### config.mk
export PLATFORM = sky130hd
export DESIGN_NAME = cfg_info_responder_flat
export DESIGN_NICKNAME = d
export VERILOG_FILES = /design/src/rtl/cfg_info_pkg.sv /design/src/rtl/cfg_info_responder_if.sv /design/src/rtl/cfg_info_decode.sv /design/src/rtl/cfg_info_responder.sv /design/src/flat_wrapper.sv
export SDC_FILE = /design/constraint.sdc
export NUM_CORES = 1
export LEC_CHECK = 0
export CAP_MARGIN = 40
export CORE_ASPECT_RATIO = 0.5
export CORE_UTILIZATION = 26
export DETAILED_ROUTE_END_ITERATION = 12
export GPL_ROUTABILITY_DRIVEN = 0
export PLACE_DENSITY = 0.89
export SLEW_MARGIN = 0
export SYNTH_ARGS = -nofsm -noshare
export SYNTH_HDL_FRONTEND = slang
export SYNTH_SLANG_ARGS = --single-unit
export TNS_END_PERCENT = 50
### constraint.sdc
create_clock -name clk_i -period 2.05 [get_ports clk_i]
set_input_delay 0.41 -clock clk_i [delete_from_list [all_inputs] [get_ports clk_i]]
set_output_delay 0.41 -clock clk_i [all_outputs]
set_load 0.02 [all_outputs]
### src/rtl/cfg_info_pkg.sv
// Shared types and constants for the configuration-info responder:
// the packed configuration record, its default value, the register
// offsets of the read-only info map and the AXI response codes.
package cfg_info_pkg;

  typedef struct packed {
    logic [31:0] xlen;
    logic        isa_a;
    logic        isa_b;
    logic        isa_c;
    logic        isa_d;
    logic        isa_f;
    logic        isa_h;
    logic        isa_v;
    logic        isa_zcb;
    logic [31:0] icache_bytes;
    logic [15:0] icache_assoc;
    logic [15:0] icache_line;
    logic [31:0] dcache_bytes;
    logic [15:0] dcache_assoc;
    logic [15:0] dcache_line;
    logic [7:0]  pmp_entries;
    logic [7:0]  sb_entries;
    logic [7:0]  ras_depth;
    logic [31:0] btb_entries;
    logic [31:0] bht_entries;
  } cfg_info_t;

  localparam cfg_info_t CFG_DEFAULT = '{
    xlen:         32'd32,
    isa_a:        1'b1,
    isa_b:        1'b1,
    isa_c:        1'b1,
    isa_d:        1'b0,
    isa_f:        1'b0,
    isa_h:        1'b0,
    isa_v:        1'b0,
    isa_zcb:      1'b0,
    icache_bytes: 32'd16384,
    icache_assoc: 16'd4,
    icache_line:  16'd128,
    dcache_bytes: 32'd32768,
    dcache_assoc: 16'd8,
    dcache_line:  16'd128,
    pmp_entries:  8'd8,
    sb_entries:   8'd8,
    ras_depth:    8'd2,
    btb_entries:  32'd32,
    bht_entries:  32'd128
  };

  localparam logic [31:0] CFG_ID = 32'hCA6C_0001;

  // Word offsets of the register map
  localparam logic [31:0] OFF_ID          = 32'h00;
  localparam logic [31:0] OFF_XLEN        = 32'h04;
  localparam logic [31:0] OFF_ISA         = 32'h08;
  localparam logic [31:0] OFF_ICACHE_SIZE = 32'h0C;
  localparam logic [31:0] OFF_ICACHE_GEOM = 32'h10;
  localparam logic [31:0] OFF_DCACHE_SIZE = 32'h14;
  localparam logic [31:0] OFF_DCACHE_GEOM = 32'h18;
  localparam logic [31:0] OFF_TOPO        = 32'h1C;
  localparam logic [31:0] OFF_BTB         = 32'h20;
  localparam logic [31:0] OFF_BHT         = 32'h24;
  localparam logic [31:0] OFF_SCRATCH     = 32'h28;

  localparam logic [1:0] RESP_OKAY   = 2'b00;
  localparam logic [1:0] RESP_SLVERR = 2'b10;
  localparam logic [1:0] RESP_DECERR = 2'b11;

  typedef enum logic {R_IDLE, R_RESP} rd_state_e;
  typedef enum logic {W_IDLE, W_RESP} wr_state_e;

  // ISA extension flags packed at their misa-style bit positions
  function automatic logic [31:0] isa_word(cfg_info_t c);
    logic [31:0] w;
    w     = '0;
    w[0]  = c.isa_a;
    w[1]  = c.isa_b;
    w[2]  = c.isa_c;
    w[3]  = c.isa_d;
    w[5]  = c.isa_f;
    w[7]  = c.isa_h;
    w[21] = c.isa_v;
    w[25] = c.isa_zcb;
    return w;
  endfunction

endpackage

### src/rtl/cfg_info_responder_if.sv
// AXI4-Lite subordinate bundle for the config-info responder.
// slave modport is the responder side, master the requester side.
interface cfg_info_responder_if #(
  parameter int AddrWidth = 12
);
  logic [AddrWidth-1:0] araddr_i;
  logic                 arvalid_i;
  logic                 arready_o;
  logic [31:0]          rdata_o;
  logic [1:0]           rresp_o;
  logic                 rvalid_o;
  logic                 rready_i;
  logic [AddrWidth-1:0] awaddr_i;
  logic                 awvalid_i;
  logic                 awready_o;
  logic [31:0]          wdata_i;
  logic [3:0]           wstrb_i;
  logic                 wvalid_i;
  logic                 wready_o;
  logic [1:0]           bresp_o;
  logic                 bvalid_o;
  logic                 bready_i;

  modport slave (
    input  araddr_i, arvalid_i, rready_i,
    input  awaddr_i, awvalid_i, wdata_i, wstrb_i, wvalid_i, bready_i,
    output arready_o, rdata_o, rresp_o, rvalid_o,
    output awready_o, wready_o, bresp_o, bvalid_o
  );

  modport master (
    output araddr_i, arvalid_i, rready_i,
    output awaddr_i, awvalid_i, wdata_i, wstrb_i, wvalid_i, bready_i,
    input  arready_o, rdata_o, rresp_o, rvalid_o,
    input  awready_o, wready_o, bresp_o, bvalid_o
  );
endinterface

### src/rtl/cfg_info_decode.sv
// Combinational address -> {data, hit, writable} lookup of the info map.
// Byte-offset bits [1:0] are ignored here; alignment is judged by the caller.
// Optional feature: CFG_INFO_SCRATCH_EN maps a writable scratch word at 0x28.
module cfg_info_decode
  import cfg_info_pkg::*;
#(
  parameter int        AddrWidth = 12,
  parameter cfg_info_t CfgWords  = CFG_DEFAULT
) (
  input  logic [AddrWidth-1:0] addr_i,
`ifdef CFG_INFO_SCRATCH_EN
  input  logic [31:0]          scratch_i,
`endif
  output logic [31:0]          data_o,
  output logic                 hit_o,
  output logic                 writable_o
);

  logic [31:0] word_addr;

  // Word-aligned lookup; anything not listed is unmapped
  always_comb begin
    word_addr                  = '0;
    word_addr[AddrWidth-1:0]   = addr_i;
    word_addr[1:0]             = 2'b00;
    data_o                     = '0;
    hit_o                      = 1'b1;
    writable_o                 = 1'b0;
    case (word_addr)
      OFF_ID:          data_o = CFG_ID;
      OFF_XLEN:        data_o = CfgWords.xlen;
      OFF_ISA:         data_o = isa_word(CfgWords);
      OFF_ICACHE_SIZE: data_o = CfgWords.icache_bytes;
      OFF_ICACHE_GEOM: data_o = {CfgWords.icache_line, CfgWords.icache_assoc};
      OFF_DCACHE_SIZE: data_o = CfgWords.dcache_bytes;
      OFF_DCACHE_GEOM: data_o = {CfgWords.dcache_line, CfgWords.dcache_assoc};
      OFF_TOPO:        data_o = {8'h00, CfgWords.ras_depth,
                                 CfgWords.sb_entries, CfgWords.pmp_entries};
      OFF_BTB:         data_o = CfgWords.btb_entries;
      OFF_BHT:         data_o = CfgWords.bht_entries;
`ifdef CFG_INFO_SCRATCH_EN
      OFF_SCRATCH: begin
        data_o     = scratch_i;
        writable_o = 1'b1;
      end
`endif
      default:         hit_o = 1'b0;
    endcase
  end

endmodule

### src/rtl/cfg_info_responder.sv
// AXI4-Lite subordinate exposing the core configuration record as a
// read-only register map. Independent read and write FSMs, each with a
// single outstanding transaction and a registered response.
// Optional feature: CFG_INFO_SCRATCH_EN adds a byte-writable scratch word at 0x28.
module cfg_info_responder
  import cfg_info_pkg::*;
#(
  parameter int        AddrWidth = 12,
  parameter cfg_info_t CfgWords  = CFG_DEFAULT
) (
  input  logic                  clk_i,
  input  logic                  rst_i,
  cfg_info_responder_if.slave   bus
);

  rd_state_e   rstate_q, rstate_d;
  logic [31:0] rdata_q,  rdata_d;
  logic [1:0]  rresp_q,  rresp_d;
  wr_state_e   wstate_q, wstate_d;
  logic [1:0]  bresp_q,  bresp_d;
  logic [31:0] scratch;
  logic [31:0] rd_data, wr_data_unused;
  logic        rd_hit, rd_wr_unused, wr_hit, wr_writable;
  logic        aw_pair;

`ifdef CFG_INFO_SCRATCH_EN
  logic [31:0] scratch_q, scratch_d;
  assign scratch = scratch_q;
`else
  logic unused_wdata;
  assign scratch      = '0;
  assign unused_wdata = ^{bus.wdata_i, bus.wstrb_i, scratch};
`endif

  cfg_info_decode #(.AddrWidth(AddrWidth), .CfgWords(CfgWords)) u_rd_dec (
    .addr_i     (bus.araddr_i),
`ifdef CFG_INFO_SCRATCH_EN
    .scratch_i  (scratch),
`endif
    .data_o     (rd_data),
    .hit_o      (rd_hit),
    .writable_o (rd_wr_unused)
  );

  cfg_info_decode #(.AddrWidth(AddrWidth), .CfgWords(CfgWords)) u_wr_dec (
    .addr_i     (bus.awaddr_i),
`ifdef CFG_INFO_SCRATCH_EN
    .scratch_i  (scratch),
`endif
    .data_o     (wr_data_unused),
    .hit_o      (wr_hit),
    .writable_o (wr_writable)
  );

  // AW and W are only ever taken together
  assign aw_pair        = bus.awvalid_i && bus.wvalid_i;
  assign bus.arready_o  = (rstate_q == R_IDLE) && !rst_i;
  assign bus.awready_o  = (wstate_q == W_IDLE) && aw_pair && !rst_i;
  assign bus.wready_o   = bus.awready_o;
  assign bus.rvalid_o   = (rstate_q == R_RESP);
  assign bus.bvalid_o   = (wstate_q == W_RESP);
  assign bus.rdata_o    = rdata_q;
  assign bus.rresp_o    = rresp_q;
  assign bus.bresp_o    = bresp_q;

  // Read FSM: capture response on AR handshake, hold until R handshake
  always_comb begin
    rstate_d = rstate_q;
    rdata_d  = rdata_q;
    rresp_d  = rresp_q;
    case (rstate_q)
      R_IDLE: if (bus.arvalid_i) begin
        rstate_d = R_RESP;
        if (bus.araddr_i[1:0] != 2'b00) begin
          rresp_d = RESP_SLVERR;
          rdata_d = '0;
        end else if (!rd_hit) begin
          rresp_d = RESP_DECERR;
          rdata_d = '0;
        end else begin
          rresp_d = RESP_OKAY;
          rdata_d = rd_data;
        end
      end
      R_RESP: if (bus.rready_i) rstate_d = R_IDLE;
      default: rstate_d = R_IDLE;
    endcase
  end

  // Write FSM: judge the access on AW/W handshake, hold B until accepted.
  // Scratch sees the write only on an OKAY response.
  always_comb begin
    wstate_d = wstate_q;
    bresp_d  = bresp_q;
`ifdef CFG_INFO_SCRATCH_EN
    scratch_d = scratch_q;
`endif
    case (wstate_q)
      W_IDLE: if (aw_pair) begin
        wstate_d = W_RESP;
        if (bus.awaddr_i[1:0] != 2'b00) bresp_d = RESP_SLVERR;
        else if (!wr_hit)               bresp_d = RESP_DECERR;
        else if (!wr_writable)          bresp_d = RESP_SLVERR;
        else begin
          bresp_d = RESP_OKAY;
`ifdef CFG_INFO_SCRATCH_EN
          for (int b = 0; b < 4; b++)
            if (bus.wstrb_i[b]) scratch_d[b*8 +: 8] = bus.wdata_i[b*8 +: 8];
`endif
        end
      end
      W_RESP: if (bus.bready_i) wstate_d = W_IDLE;
      default: wstate_d = W_IDLE;
    endcase
  end

  // State and response registers, synchronous reset
  always_ff @(posedge clk_i) begin
    if (rst_i) begin
      rstate_q <= R_IDLE;
      rdata_q  <= '0;
      rresp_q  <= '0;
      wstate_q <= W_IDLE;
      bresp_q  <= '0;
    end else begin
      rstate_q <= rstate_d;
      rdata_q  <= rdata_d;
      rresp_q  <= rresp_d;
      wstate_q <= wstate_d;
      bresp_q  <= bresp_d;
    end
  end

`ifdef CFG_INFO_SCRATCH_EN
  // Scratch word storage
  always_ff @(posedge clk_i) begin
    if (rst_i) scratch_q <= '0;
    else       scratch_q <= scratch_d;
  end
`endif

endmodule

### src/flat_wrapper.sv
// flat-port wrapper written by rule: the top's interface ports become plain ports
module cfg_info_responder_flat import cfg_info_pkg::*;
#(
  parameter int        AddrWidth = 12,
  parameter cfg_info_t CfgWords  = CFG_DEFAULT
)
  (clk_i, rst_i, bus_araddr_i, bus_arvalid_i, bus_rready_i, bus_awaddr_i, bus_awvalid_i, bus_wdata_i, bus_wstrb_i, bus_wvalid_i, bus_bready_i, bus_arready_o, bus_rdata_o, bus_rresp_o, bus_rvalid_o, bus_awready_o, bus_wready_o, bus_bresp_o, bus_bvalid_o);
  cfg_info_responder_if #(.AddrWidth(AddrWidth)) bus_i ();
  input  logic clk_i;
  input  logic rst_i;
  input wire logic [$bits(bus_i.araddr_i)-1:0] bus_araddr_i;
  input wire logic [$bits(bus_i.arvalid_i)-1:0] bus_arvalid_i;
  input wire logic [$bits(bus_i.rready_i)-1:0] bus_rready_i;
  input wire logic [$bits(bus_i.awaddr_i)-1:0] bus_awaddr_i;
  input wire logic [$bits(bus_i.awvalid_i)-1:0] bus_awvalid_i;
  input wire logic [$bits(bus_i.wdata_i)-1:0] bus_wdata_i;
  input wire logic [$bits(bus_i.wstrb_i)-1:0] bus_wstrb_i;
  input wire logic [$bits(bus_i.wvalid_i)-1:0] bus_wvalid_i;
  input wire logic [$bits(bus_i.bready_i)-1:0] bus_bready_i;
  output wire logic [$bits(bus_i.arready_o)-1:0] bus_arready_o;
  output wire logic [$bits(bus_i.rdata_o)-1:0] bus_rdata_o;
  output wire logic [$bits(bus_i.rresp_o)-1:0] bus_rresp_o;
  output wire logic [$bits(bus_i.rvalid_o)-1:0] bus_rvalid_o;
  output wire logic [$bits(bus_i.awready_o)-1:0] bus_awready_o;
  output wire logic [$bits(bus_i.wready_o)-1:0] bus_wready_o;
  output wire logic [$bits(bus_i.bresp_o)-1:0] bus_bresp_o;
  output wire logic [$bits(bus_i.bvalid_o)-1:0] bus_bvalid_o;
  assign bus_i.araddr_i = bus_araddr_i;
  assign bus_i.arvalid_i = bus_arvalid_i;
  assign bus_i.rready_i = bus_rready_i;
  assign bus_i.awaddr_i = bus_awaddr_i;
  assign bus_i.awvalid_i = bus_awvalid_i;
  assign bus_i.wdata_i = bus_wdata_i;
  assign bus_i.wstrb_i = bus_wstrb_i;
  assign bus_i.wvalid_i = bus_wvalid_i;
  assign bus_i.bready_i = bus_bready_i;
  assign bus_arready_o = bus_i.arready_o;
  assign bus_rdata_o = bus_i.rdata_o;
  assign bus_rresp_o = bus_i.rresp_o;
  assign bus_rvalid_o = bus_i.rvalid_o;
  assign bus_awready_o = bus_i.awready_o;
  assign bus_wready_o = bus_i.wready_o;
  assign bus_bresp_o = bus_i.bresp_o;
  assign bus_bvalid_o = bus_i.bvalid_o;
  cfg_info_responder #(.AddrWidth(AddrWidth), .CfgWords(CfgWords)) u_core (.clk_i(clk_i), .rst_i(rst_i), .bus(bus_i));
endmodule
==> key figures, run 1 <==
CTS
  • Number of buffers added for setup after CTS: 0
  • Num CTS Buffers: 3
  • CTS Buffer Depth: 2
  • Sink Count: 17
  • Root Buffer: clkbuf_8
  • Post-cts sizing count: 2
  • CTS tree: built
  • Worst-path clk slew: 0.07 ns
  • Clk Latency, worst-skew pair: 0.26 ns
  • Post-CTS Hold Fix Bufs: 0
  • H-tree levels: 1

Global routing
  • Largest net degree at the start of global routing: 13
  • Gr usage total: 14.58%
  • First-pass GRT wire length: 4.119 mm
  • GR Overflow Total: 0
  • Initial antenna violation count: 0
  • Vias in the first global route: 907

Drt
  • Vias per cell: 4.518
  • Vias: 881
  • DRC viols: 2
  • Drt pass-1 iters: 8
  • First DRT Iteration DRCs: 66
  • Drt wl/cell: 12.76 um
  • Remaining antenna violation count: 0
  • DRT Wirelength: 2.489 mm

Floorplan
  • Die area: 3679 sq um
  • Core region area: 3136 sq um
  • Die Wd: 84.78 um
  • Row cnt: 14
  • Initial Util: 28.41%
  • I/O Pins: 108
  • Die H: 43.39 um

Pwr
  • LEAKAGE: 0.0006173 uW
  • Worst vdd ir: 258.3 uV
  • Pwr/cell area: 506.7 nW/um^2

Placed design
  • Post-Place Cells: 191
  • Placement Setup Slack: -0.1450 ns
  • # port buffers: 57
  • Hpwl dp: 1.942 mm

Worst setup path
  • CP max stage cell: or4_4
  • CP Data Required Time: 2.24 ns
  • Critical path type: input port to flip-flop
  • CP Launch Type: input port
  • Crit-path cells: clkdlybuf4s50_1 -> or4_4 -> or4_4 -> o2bb2ai_1
  • Critical path endpoint category: flip-flop
  • Worst EP arrival: 2.12 ns
  • Buf+Inv Stages, Crit Path: 1
  • CP top delay family: simple AND/OR/NAND/NOR gates
  • Crit path top cell by count: or4_4
  • Worst-path fanout max: 5
  • CP max stage delay: 0.58 ns

Final layout
  • Finished Layout Cells: 195
  • Area growth, synth to finish: 69.80%
  • Fill cell count: 270
  • Most common cell after layout, fill and taps aside: clkdlybuf4s50_1
  • Final-stage net count: 223
  • Antenna Cells: 0
  • Commonest cells after routing, fill and taps aside: clkdlybuf4s50_1 (54), dfxtp_1 (17), conb_1 (13)
  • Share of cells above drive strength 1: 14.84%

STA
  • Final Setup Violations: 0
  • Clock Skews: 0.009429 ns
  • Final worst slack: 0.1209 ns
  • Final hold vios: 0
  • Worst Max-Slew Pin Slew: 0.9004 ns
  • RSZ-0062 raised after global routing: no
  • Fmax: 0.5184 GHz
  • Worst slew margin: 39.75%
  • Minimum clock period: 1.929 ns
  • Part of the cycle the worst path needs: 94.10%
  • Final slew viol count: 0

Logic synthesis
  • Post-synthesis sequential area ratio: 38.20%
  • Ys Warns: 0
  • Synthesized area per cell: 9.377 sq um
  • Synthesized instance count: 95
  • Distinct cells, synth: 27
  • Cell area after synthesis: 890.9 sq um
  • FF+latch count, synth: 17

Outcome
  • Failing checks: DRC
  • Status: complete, but fails checks

Run
  • Max-cap viol count: 0

Worst hold path
  • Hold Crit Class: flip-flop to flip-flop
==> power by group <==
part           switching (uW)  total [uW]  internal, uW
Combinational            81.7         171          89.3
Clock                     117         252           135
Sequential               5.63         343           338
==> final cells by class <==
type	count	area (sq um)	area share, %
Tap cell	40	50.05	3.309
Clock buffer	3	41.29	2.730
Multi-Input combinational cell	63	411.6	27.21
Sequential cell	17	340.3	22.50
Inverter	3	11.26	0.7444
Timing Repair Buffer	68	653.1	43.18
Clock inverter	1	5.005	0.3309
==> metrics by stage <==
stage / TNS, ns / utilization (%) / power [uW] / instance area, sq um / hold WS, ns
floorplan: 0 / - / 439.9 / 935.9 / 0.4977
global placement: -0.9408 / 46.77 / 518.3 / 1466 / 0.4459
detailed placement: -1.204 / 46.77 / 521.2 / 1466 / 0.4405
CTS: 0 / 48.16 / 780.5 / 1510 / 0.4671
global route: 0 / 48.24 / 805.5 / 1513 / 0.4885
finish: 0 / 48.24 / 766.5 / 1513 / 0.4641
==> registers in the layout, indices dropped and copies added (netlist names) <==
register and count:
u_core.bus.rresp_o 2, u_core.bus.bresp_o 2, u_core.bus.rvalid_o 1, u_core.bus.rdata_o 11
u_core.bus.bvalid_o 1
==> cell usage after synthesis <==
master     number  share of area (%)
buf_4          22                 19
dfxtp_1        17                 38
nor2_1         10                4.2
a32o_1          7                7.9
a21o_1          3                2.5
inv_1           3                1.3
nor2b_1         3                2.1
nor4_1          3                2.1
o21ai_0         3                1.7
o2bb2ai_1       3                2.9
nor3_1          2                1.1
o2bb2ai_2       2                3.4
or2_2           2                1.4
or4_4           2                2.5
a211oi_1        1               0.84
a21oi_1         1               0.56
a311oi_1        1               0.98
buf_1           1               0.42
clkbuf_1        1               0.42
conb_1          1               0.42
nand2_1         1               0.42
nand3_1         1               0.56
nand3b_1        1               0.84
nor4_2          1                1.4
or3_1           1               0.70
or4b_4          1                1.5
xor2_1          1               0.98
==> cells by family after synthesis <==
| logic type | Yosys count | synth area share, % |
|---|---|---|
| AND/OR/NAND/NOR | 28 | 18.96 |
| AO/OA/AOI/OAI | 21 | 20.79 |
| other | 1 | 0.4209 |
| flip-flops | 17 | 38.20 |
| XOR/XNOR | 1 | 0.9833 |
| buffers and inverters | 27 | 20.65 |
==> path summary, 6_finish.rpt <==
kind	start	to	slack, ns	cells past startpoint
min	u_core.bus.bresp_o[1]	u_core.bus.bresp_o[1]	0.46	1
min reg2reg	u_core.bus.bresp_o[1]	u_core.bus.bresp_o[1]	0.46	1
max reg2reg	u_core.bus.rvalid_o	u_core.bus.rdata_o[2]	0.42	3
max	bus_araddr_i[9]	u_core.bus.rdata_o[2]	0.12	4
==> per-layer routing <==
layer	vias up	GRT usage, %	wire, um
li1	427	-	-
met5	-	0	0
met1	412	15.68	963
met4	0	5.763	29
met3	4	3.048	143
met2	38	28.94	1352
Power figures use the tool's default switching activity.
==> run 2, diff against run 1 <==
==> constraint.sdc (replaced) <==
create_clock -name clk_i -period 2.02 [get_ports clk_i]
set_input_delay 0.404 -clock clk_i [delete_from_list [all_inputs] [get_ports clk_i]]
set_output_delay 0.404 -clock clk_i [all_outputs]
set_load 0.02 [all_outputs]
==> run 2 against run 1 <==
The run still ends with DRC left. Die area unchanged. Worst setup slack lost 0.028 ns. Routed wire length is 0.32% lower. Cell count stayed put. Critical path type unchanged. Utilization shrank 0.12 points. First-iteration DRC count decreased by 27%.
==> key figures, run 2 (synthesized netlist as in run 1, its figures left out) <==
Drt
  • Remaining antenna violation count: 0
  • Vias: 886
  • Drt wl/cell: 12.72 um
  • Drt pass-1 iters: 10
  • Vias per cell: 4.544
  • DRC viols: 2
  • First DRT Iteration DRCs: 48
  • DRT Wirelength: 2.481 mm

Final layout
  • Finished Layout Cells: 195
  • Max FFs per register: 11
  • Share of cells above drive strength 1: 14.84%
  • Area growth, synth to finish: 69.38%
  • Antenna Cells: 0
  • Most common cell after layout, fill and taps aside: clkdlybuf4s50_1
  • Commonest cells after routing, fill and taps aside: clkdlybuf4s50_1 (54), dfxtp_1 (17), conb_1 (13)
  • Final-stage net count: 223

Global routing
  • Initial antenna violation count: 0
  • Vias in the first global route: 893
  • First-pass GRT wire length: 4.091 mm
  • GR Overflow Total: 0
  • Largest net degree at the start of global routing: 13
  • Gr usage total: 14.49%

STA
  • Minimum clock period: 1.927 ns
  • Worst Max-Slew Pin Slew: 0.9004 ns
  • Final hold vios: 0
  • Final Setup Violations: 0
  • Fmax: 0.5190 GHz
  • Final worst slack: 0.09309 ns
  • RSZ-0062 raised after global routing: no
  • Clock Skews: 0.01022 ns
  • Worst slew margin: 39.75%
  • Part of the cycle the worst path needs: 95.39%
  • Final slew viol count: 0

Worst setup path
  • Critical path type: input port to flip-flop
  • Critical path endpoint category: flip-flop
  • CP Launch Type: input port
  • CP Data Required Time: 2.21 ns
  • Worst EP arrival: 2.12 ns
  • Worst-path fanout max: 5

CTS
  • Clk Latency, worst-skew pair: 0.26 ns
  • Num CTS Buffers: 3
  • Root Buffer: clkbuf_8
  • Worst-path clk slew: 0.07 ns
  • CTS tree: built
  • Sink Count: 17
  • H-tree levels: 1
  • Post-CTS Hold Fix Bufs: 0
  • CTS Buffer Depth: 2

Pwr
  • Combinational power share: 22.2%
  • P_sw: 207.5 uW
  • P_int: 569.5 uW
  • Flop pwr share: 44.8%
  • Sw Share: 26.70%
  • Clock share of power: 33.0%
  • LEAKAGE: 0.0006078 uW
  • Pwr/cell area: 514.9 nW/um^2
  • Worst vdd ir: 262.2 uV

Placed design
  • Hpwl dp: 1.942 mm
  • # port buffers: 57
  • Post-Place Cells: 191
  • Placement Setup Slack: -0.1690 ns

Floorplan
  • Die area: 3679 sq um
  • I/O Pins: 108
  • Core region area: 3136 sq um
  • Initial Util: 28.41%
  • Die Wd: 84.78 um
  • Die H: 43.39 um
  • Row cnt: 14

Outcome
  • Failing checks: DRC
  • Status: complete, but fails checks

Worst hold path
  • Hold Crit Class: flip-flop to flip-flop

Run
  • Max-cap viol count: 0
-- run 2: cell types whose count changed in the layout (fill, tap and decap cells not counted), sizes merged --
cell          before  now
dlymetal6s2s       1    0
dlygate4sd2        2    3
-- run 2: worst max-delay path, cell delays in order --
cell	delay (ns)
clkdlybuf4s50_1	0.42
or4_4	0.54
or4_4	0.58
o2bb2ai_1	0.16
-- run 2: final timing paths --
check	cells past startpoint	startpoint	to	slack, ns
max	4	bus_araddr_i[9]	u_core.bus.rdata_o[2]	0.09
min	1	u_core.bus.bresp_o[1]	u_core.bus.bresp_o[1]	0.46
max reg2reg	3	u_core.bus.rvalid_o	u_core.bus.rdata_o[2]	0.38
min reg2reg	1	u_core.bus.bresp_o[1]	u_core.bus.bresp_o[1]	0.46
-- run 2: layout make-up --
cell class | count | area (sq um)
Clock buffer | 3 | 41.29
Clock inverter | 1 | 5.005
Fill cell | 271 | 1627
Inverter | 3 | 11.26
Multi-Input combinational cell | 63 | 411.6
Sequential cell | 17 | 340.3
Tap cell | 40 | 50.05
Timing Repair Buffer | 68 | 649.4
-- run 2: stage by stage --
step / total power [uW] / hold slack (ns) / TNS (ns) / utilization [%] / area, sq um
after CTS: 790.9 / 0.4671 / 0 / 48.12 / 1509
after detailed placement: 528.9 / 0.4405 / -1.542 / 46.77 / 1466
final: 777.0 / 0.4641 / 0 / 48.12 / 1509
after global placement: 525.9 / 0.4459 / -1.215 / 46.77 / 1466
after floorplan: 446.4 / 0.4917 / 0 / - / 935.9
after global routing: 816.2 / 0.4885 / 0 / 48.12 / 1509
-- run 2: layer usage --
metal / up-vias / global-route usage [%] / wire length [um]
li1: 428 / - / -
met1: 422 / 15.57 / 1002
met2: 34 / 29.11 / 1328
met3: 2 / 3.048 / 125
met4: 0 / 5.085 / 25
met5: - / 0 / 0
-- run 2: power groups by stage --
stage | Clock, uW | Sequential, uW | Combinational [uW]
final | 256 | 348 | 172
after floorplan | 0 | 365 | 81.8
after global placement | 0 | 356 | 170
after detailed placement | 0 | 356 | 173
after CTS | 270 | 348 | 173
after global routing | 282 | 349 | 185
-- run 2: what timing repair did --
item                                    CTS  global route
endpoints found under the setup margin    3             0
gates resized for setup                   3             0
buffers inserted                          0             0
==> run 3, diff against run 2 <==
--- a/config.mk
+++ b/config.mk
@@ -11,6 +11,7 @@
 export DETAILED_ROUTE_END_ITERATION = 12
 export GPL_ROUTABILITY_DRIVEN = 0
 export PLACE_DENSITY = 0.89
+export SETUP_SLACK_MARGIN = 0.5
 export SLEW_MARGIN = 0
 export SYNTH_ARGS = -nofsm -noshare
 export SYNTH_HDL_FRONTEND = slang
==> run 3 against run 2 <==
The run still ends with DRC left. Critical endpoint is now bus_bresp_o[0]. Largest power group unchanged. Fmax rose by 19%. Die area did not move. Register-to-register slack improved by 0.07 ns.
==> key figures, run 3 (synthesized netlist as in run 1, its figures left out) <==
Final layout
  • Final-stage net count: 230
  • Most common cell after layout, fill and taps aside: clkdlybuf4s50_1
  • Antenna Cells: 0
  • Commonest cells after routing, fill and taps aside: clkdlybuf4s50_1 (18), dlymetal6s2s_1 (17), dfxtp_1 (15)
  • Max FFs per register: 11
  • Area growth, synth to finish: 88.48%
  • Share of cells above drive strength 1: 29.63%
  • Post-route core utilization: 53.55%
  • Post-route cell area: 1679 sq um

Floorplan
  • Die H: 43.39 um
  • Initial Util: 28.41%
  • Die area: 3679 sq um
  • Die Wd: 84.78 um
  • Row cnt: 14
  • I/O Pins: 108
  • Core region area: 3136 sq um

Worst setup path
  • Worst EP arrival: 1.22 ns
  • Critical path type: flip-flop to primary output
  • Buf+Inv Stages, Crit Path: 1
  • CP max stage delay: 0.62 ns
  • Critical path endpoint category: primary output
  • Crit-path cells: clkdlybuf4s50_1
  • CP Data Required Time: 1.62 ns
  • CP Launch Type: flip-flop
  • Worst-path fanout max: 2
  • CP top delay family: buffers and inverters
  • CP max stage cell: clkdlybuf4s50_1

STA
  • Minimum clock period: 1.626 ns
  • Final Setup Violations: 0
  • Final slew viol count: 0
  • RSZ-0062 raised after global routing: yes
  • Clock Skews: 0.001812 ns
  • Part of the cycle the worst path needs: 80.47%
  • Fmax: 0.6152 GHz
  • Setup tns final: 0 ns
  • Final hold vios: 0
  • Final worst slack: 0.3944 ns

Global routing
  • Initial antenna violation count: 0
  • GR Overflow Total: 0
  • Vias in the first global route: 1010
  • Gr usage total: 17.25%
  • First-pass GRT wire length: 4.733 mm
  • Largest net degree at the start of global routing: 13

Placed design
  • Placed inst area: 1459 sq um
  • Placement Setup Slack: -0.2085 ns
  • # port buffers: 57
  • Hpwl dp: 2.154 mm

Drt
  • Vias per cell: 4.748
  • DRT Wirelength: 3.330 mm
  • DRC viols: 3
  • Remaining antenna violation count: 0
  • Vias: 959
  • First DRT Iteration DRCs: 73
  • Drt pass-1 iters: 9
  • Drt wl/cell: 16.49 um

CTS
  • Clk Latency, worst-skew pair: 0.26 ns
  • CTS tree: built
  • Sink Count: 17
  • Root Buffer: clkbuf_8
  • H-tree levels: 1
  • Num CTS Buffers: 3
  • Post-CTS Hold Fix Bufs: 0
  • CTS Buffer Depth: 2
  • Worst-path clk slew: 0.07 ns

Outcome
  • Failing checks: DRC
  • Status: complete, but fails checks

Pwr
  • LEAKAGE: 0.001012 uW
  • Worst vdd ir: 216.9 uV
  • Pwr/cell area: 490.6 nW/um^2

Run
  • Max-cap viol count: 0

Worst hold path
  • Hold Crit Class: input port to flip-flop
==> run 3: final cells by class <==
class | instances | area, sq um
Tap cell | 40 | 50.05
Multi-Input combinational cell | 63 | 475.5
Clock inverter | 1 | 7.507
Fill cell | 237 | 1456
Timing Repair Buffer | 75 | 750.7
Clock buffer | 3 | 41.29
Inverter | 3 | 11.26
Sequential cell | 17 | 342.8
==> run 3: per-stage QoR <==
stage / cells / total power, uW / hold slack, ns
after floorplan: 107 / 446.4 / 0.5023
after global placement: 190 / 525.4 / 0.4345
after detailed placement: 190 / 531.0 / 0.4478
after CTS: 201 / 807.3 / 0.3132
after global routing: 202 / 855.4 / 0.3118
final: 202 / 823.7 / 0.3143
==> run 3: power by group <==
part | internal (uW) | switching [uW]
Sequential | 343 | 5.86
Clock | 139 | 137
Combinational | 97.3 | 101
Total | 580 | 244
==> run 3: routing by layer <==
| layer | share of wire [%] | track usage, % | vias up |
|---|---|---|---|
| met4 | 3.5 | 10.85 | 0 |
| met5 | 0 | 0 | - |
| met1 | 40 | 17.22 | 453 |
| met3 | 4.6 | 3.619 | 11 |
| met2 | 52 | 34.15 | 47 |
| li1 | - | - | 448 |
==> run 3: worst paths after layout <==
check / cells past startpoint / slack, ns / end / from
max: 1 / 0.39 / bus_bresp_o[0] / u_core.bus.bresp_o[0]
max reg2reg: 3 / 0.45 / u_core.bus.rdata_o[2] / u_core.bus.rvalid_o
min: 2 / 0.31 / u_core.bus.rvalid_o / rst_i
min reg2reg: 1 / 0.46 / u_core.bus.rresp_o[0] / u_core.bus.rresp_o[0]
==> run 3: worst register-to-register path, stage by stage (launching register included) <==
cell and delay, ns:
dfxtp_2 0.35, or4b_4 0.50, or4_4 0.51, o2bb2ai_2 0.16
==> run 3: what timing repair did <==
| item | 4_1_cts | 5_1_grt |
|---|---|---|
| buffers inserted | 7 | 1 |
| endpoints found under the hold margin | 0 | 0 |
| pin swaps | 10 | 2 |
| endpoints found under the setup margin | 41 | 41 |
| resized for setup | 66 | 26 |
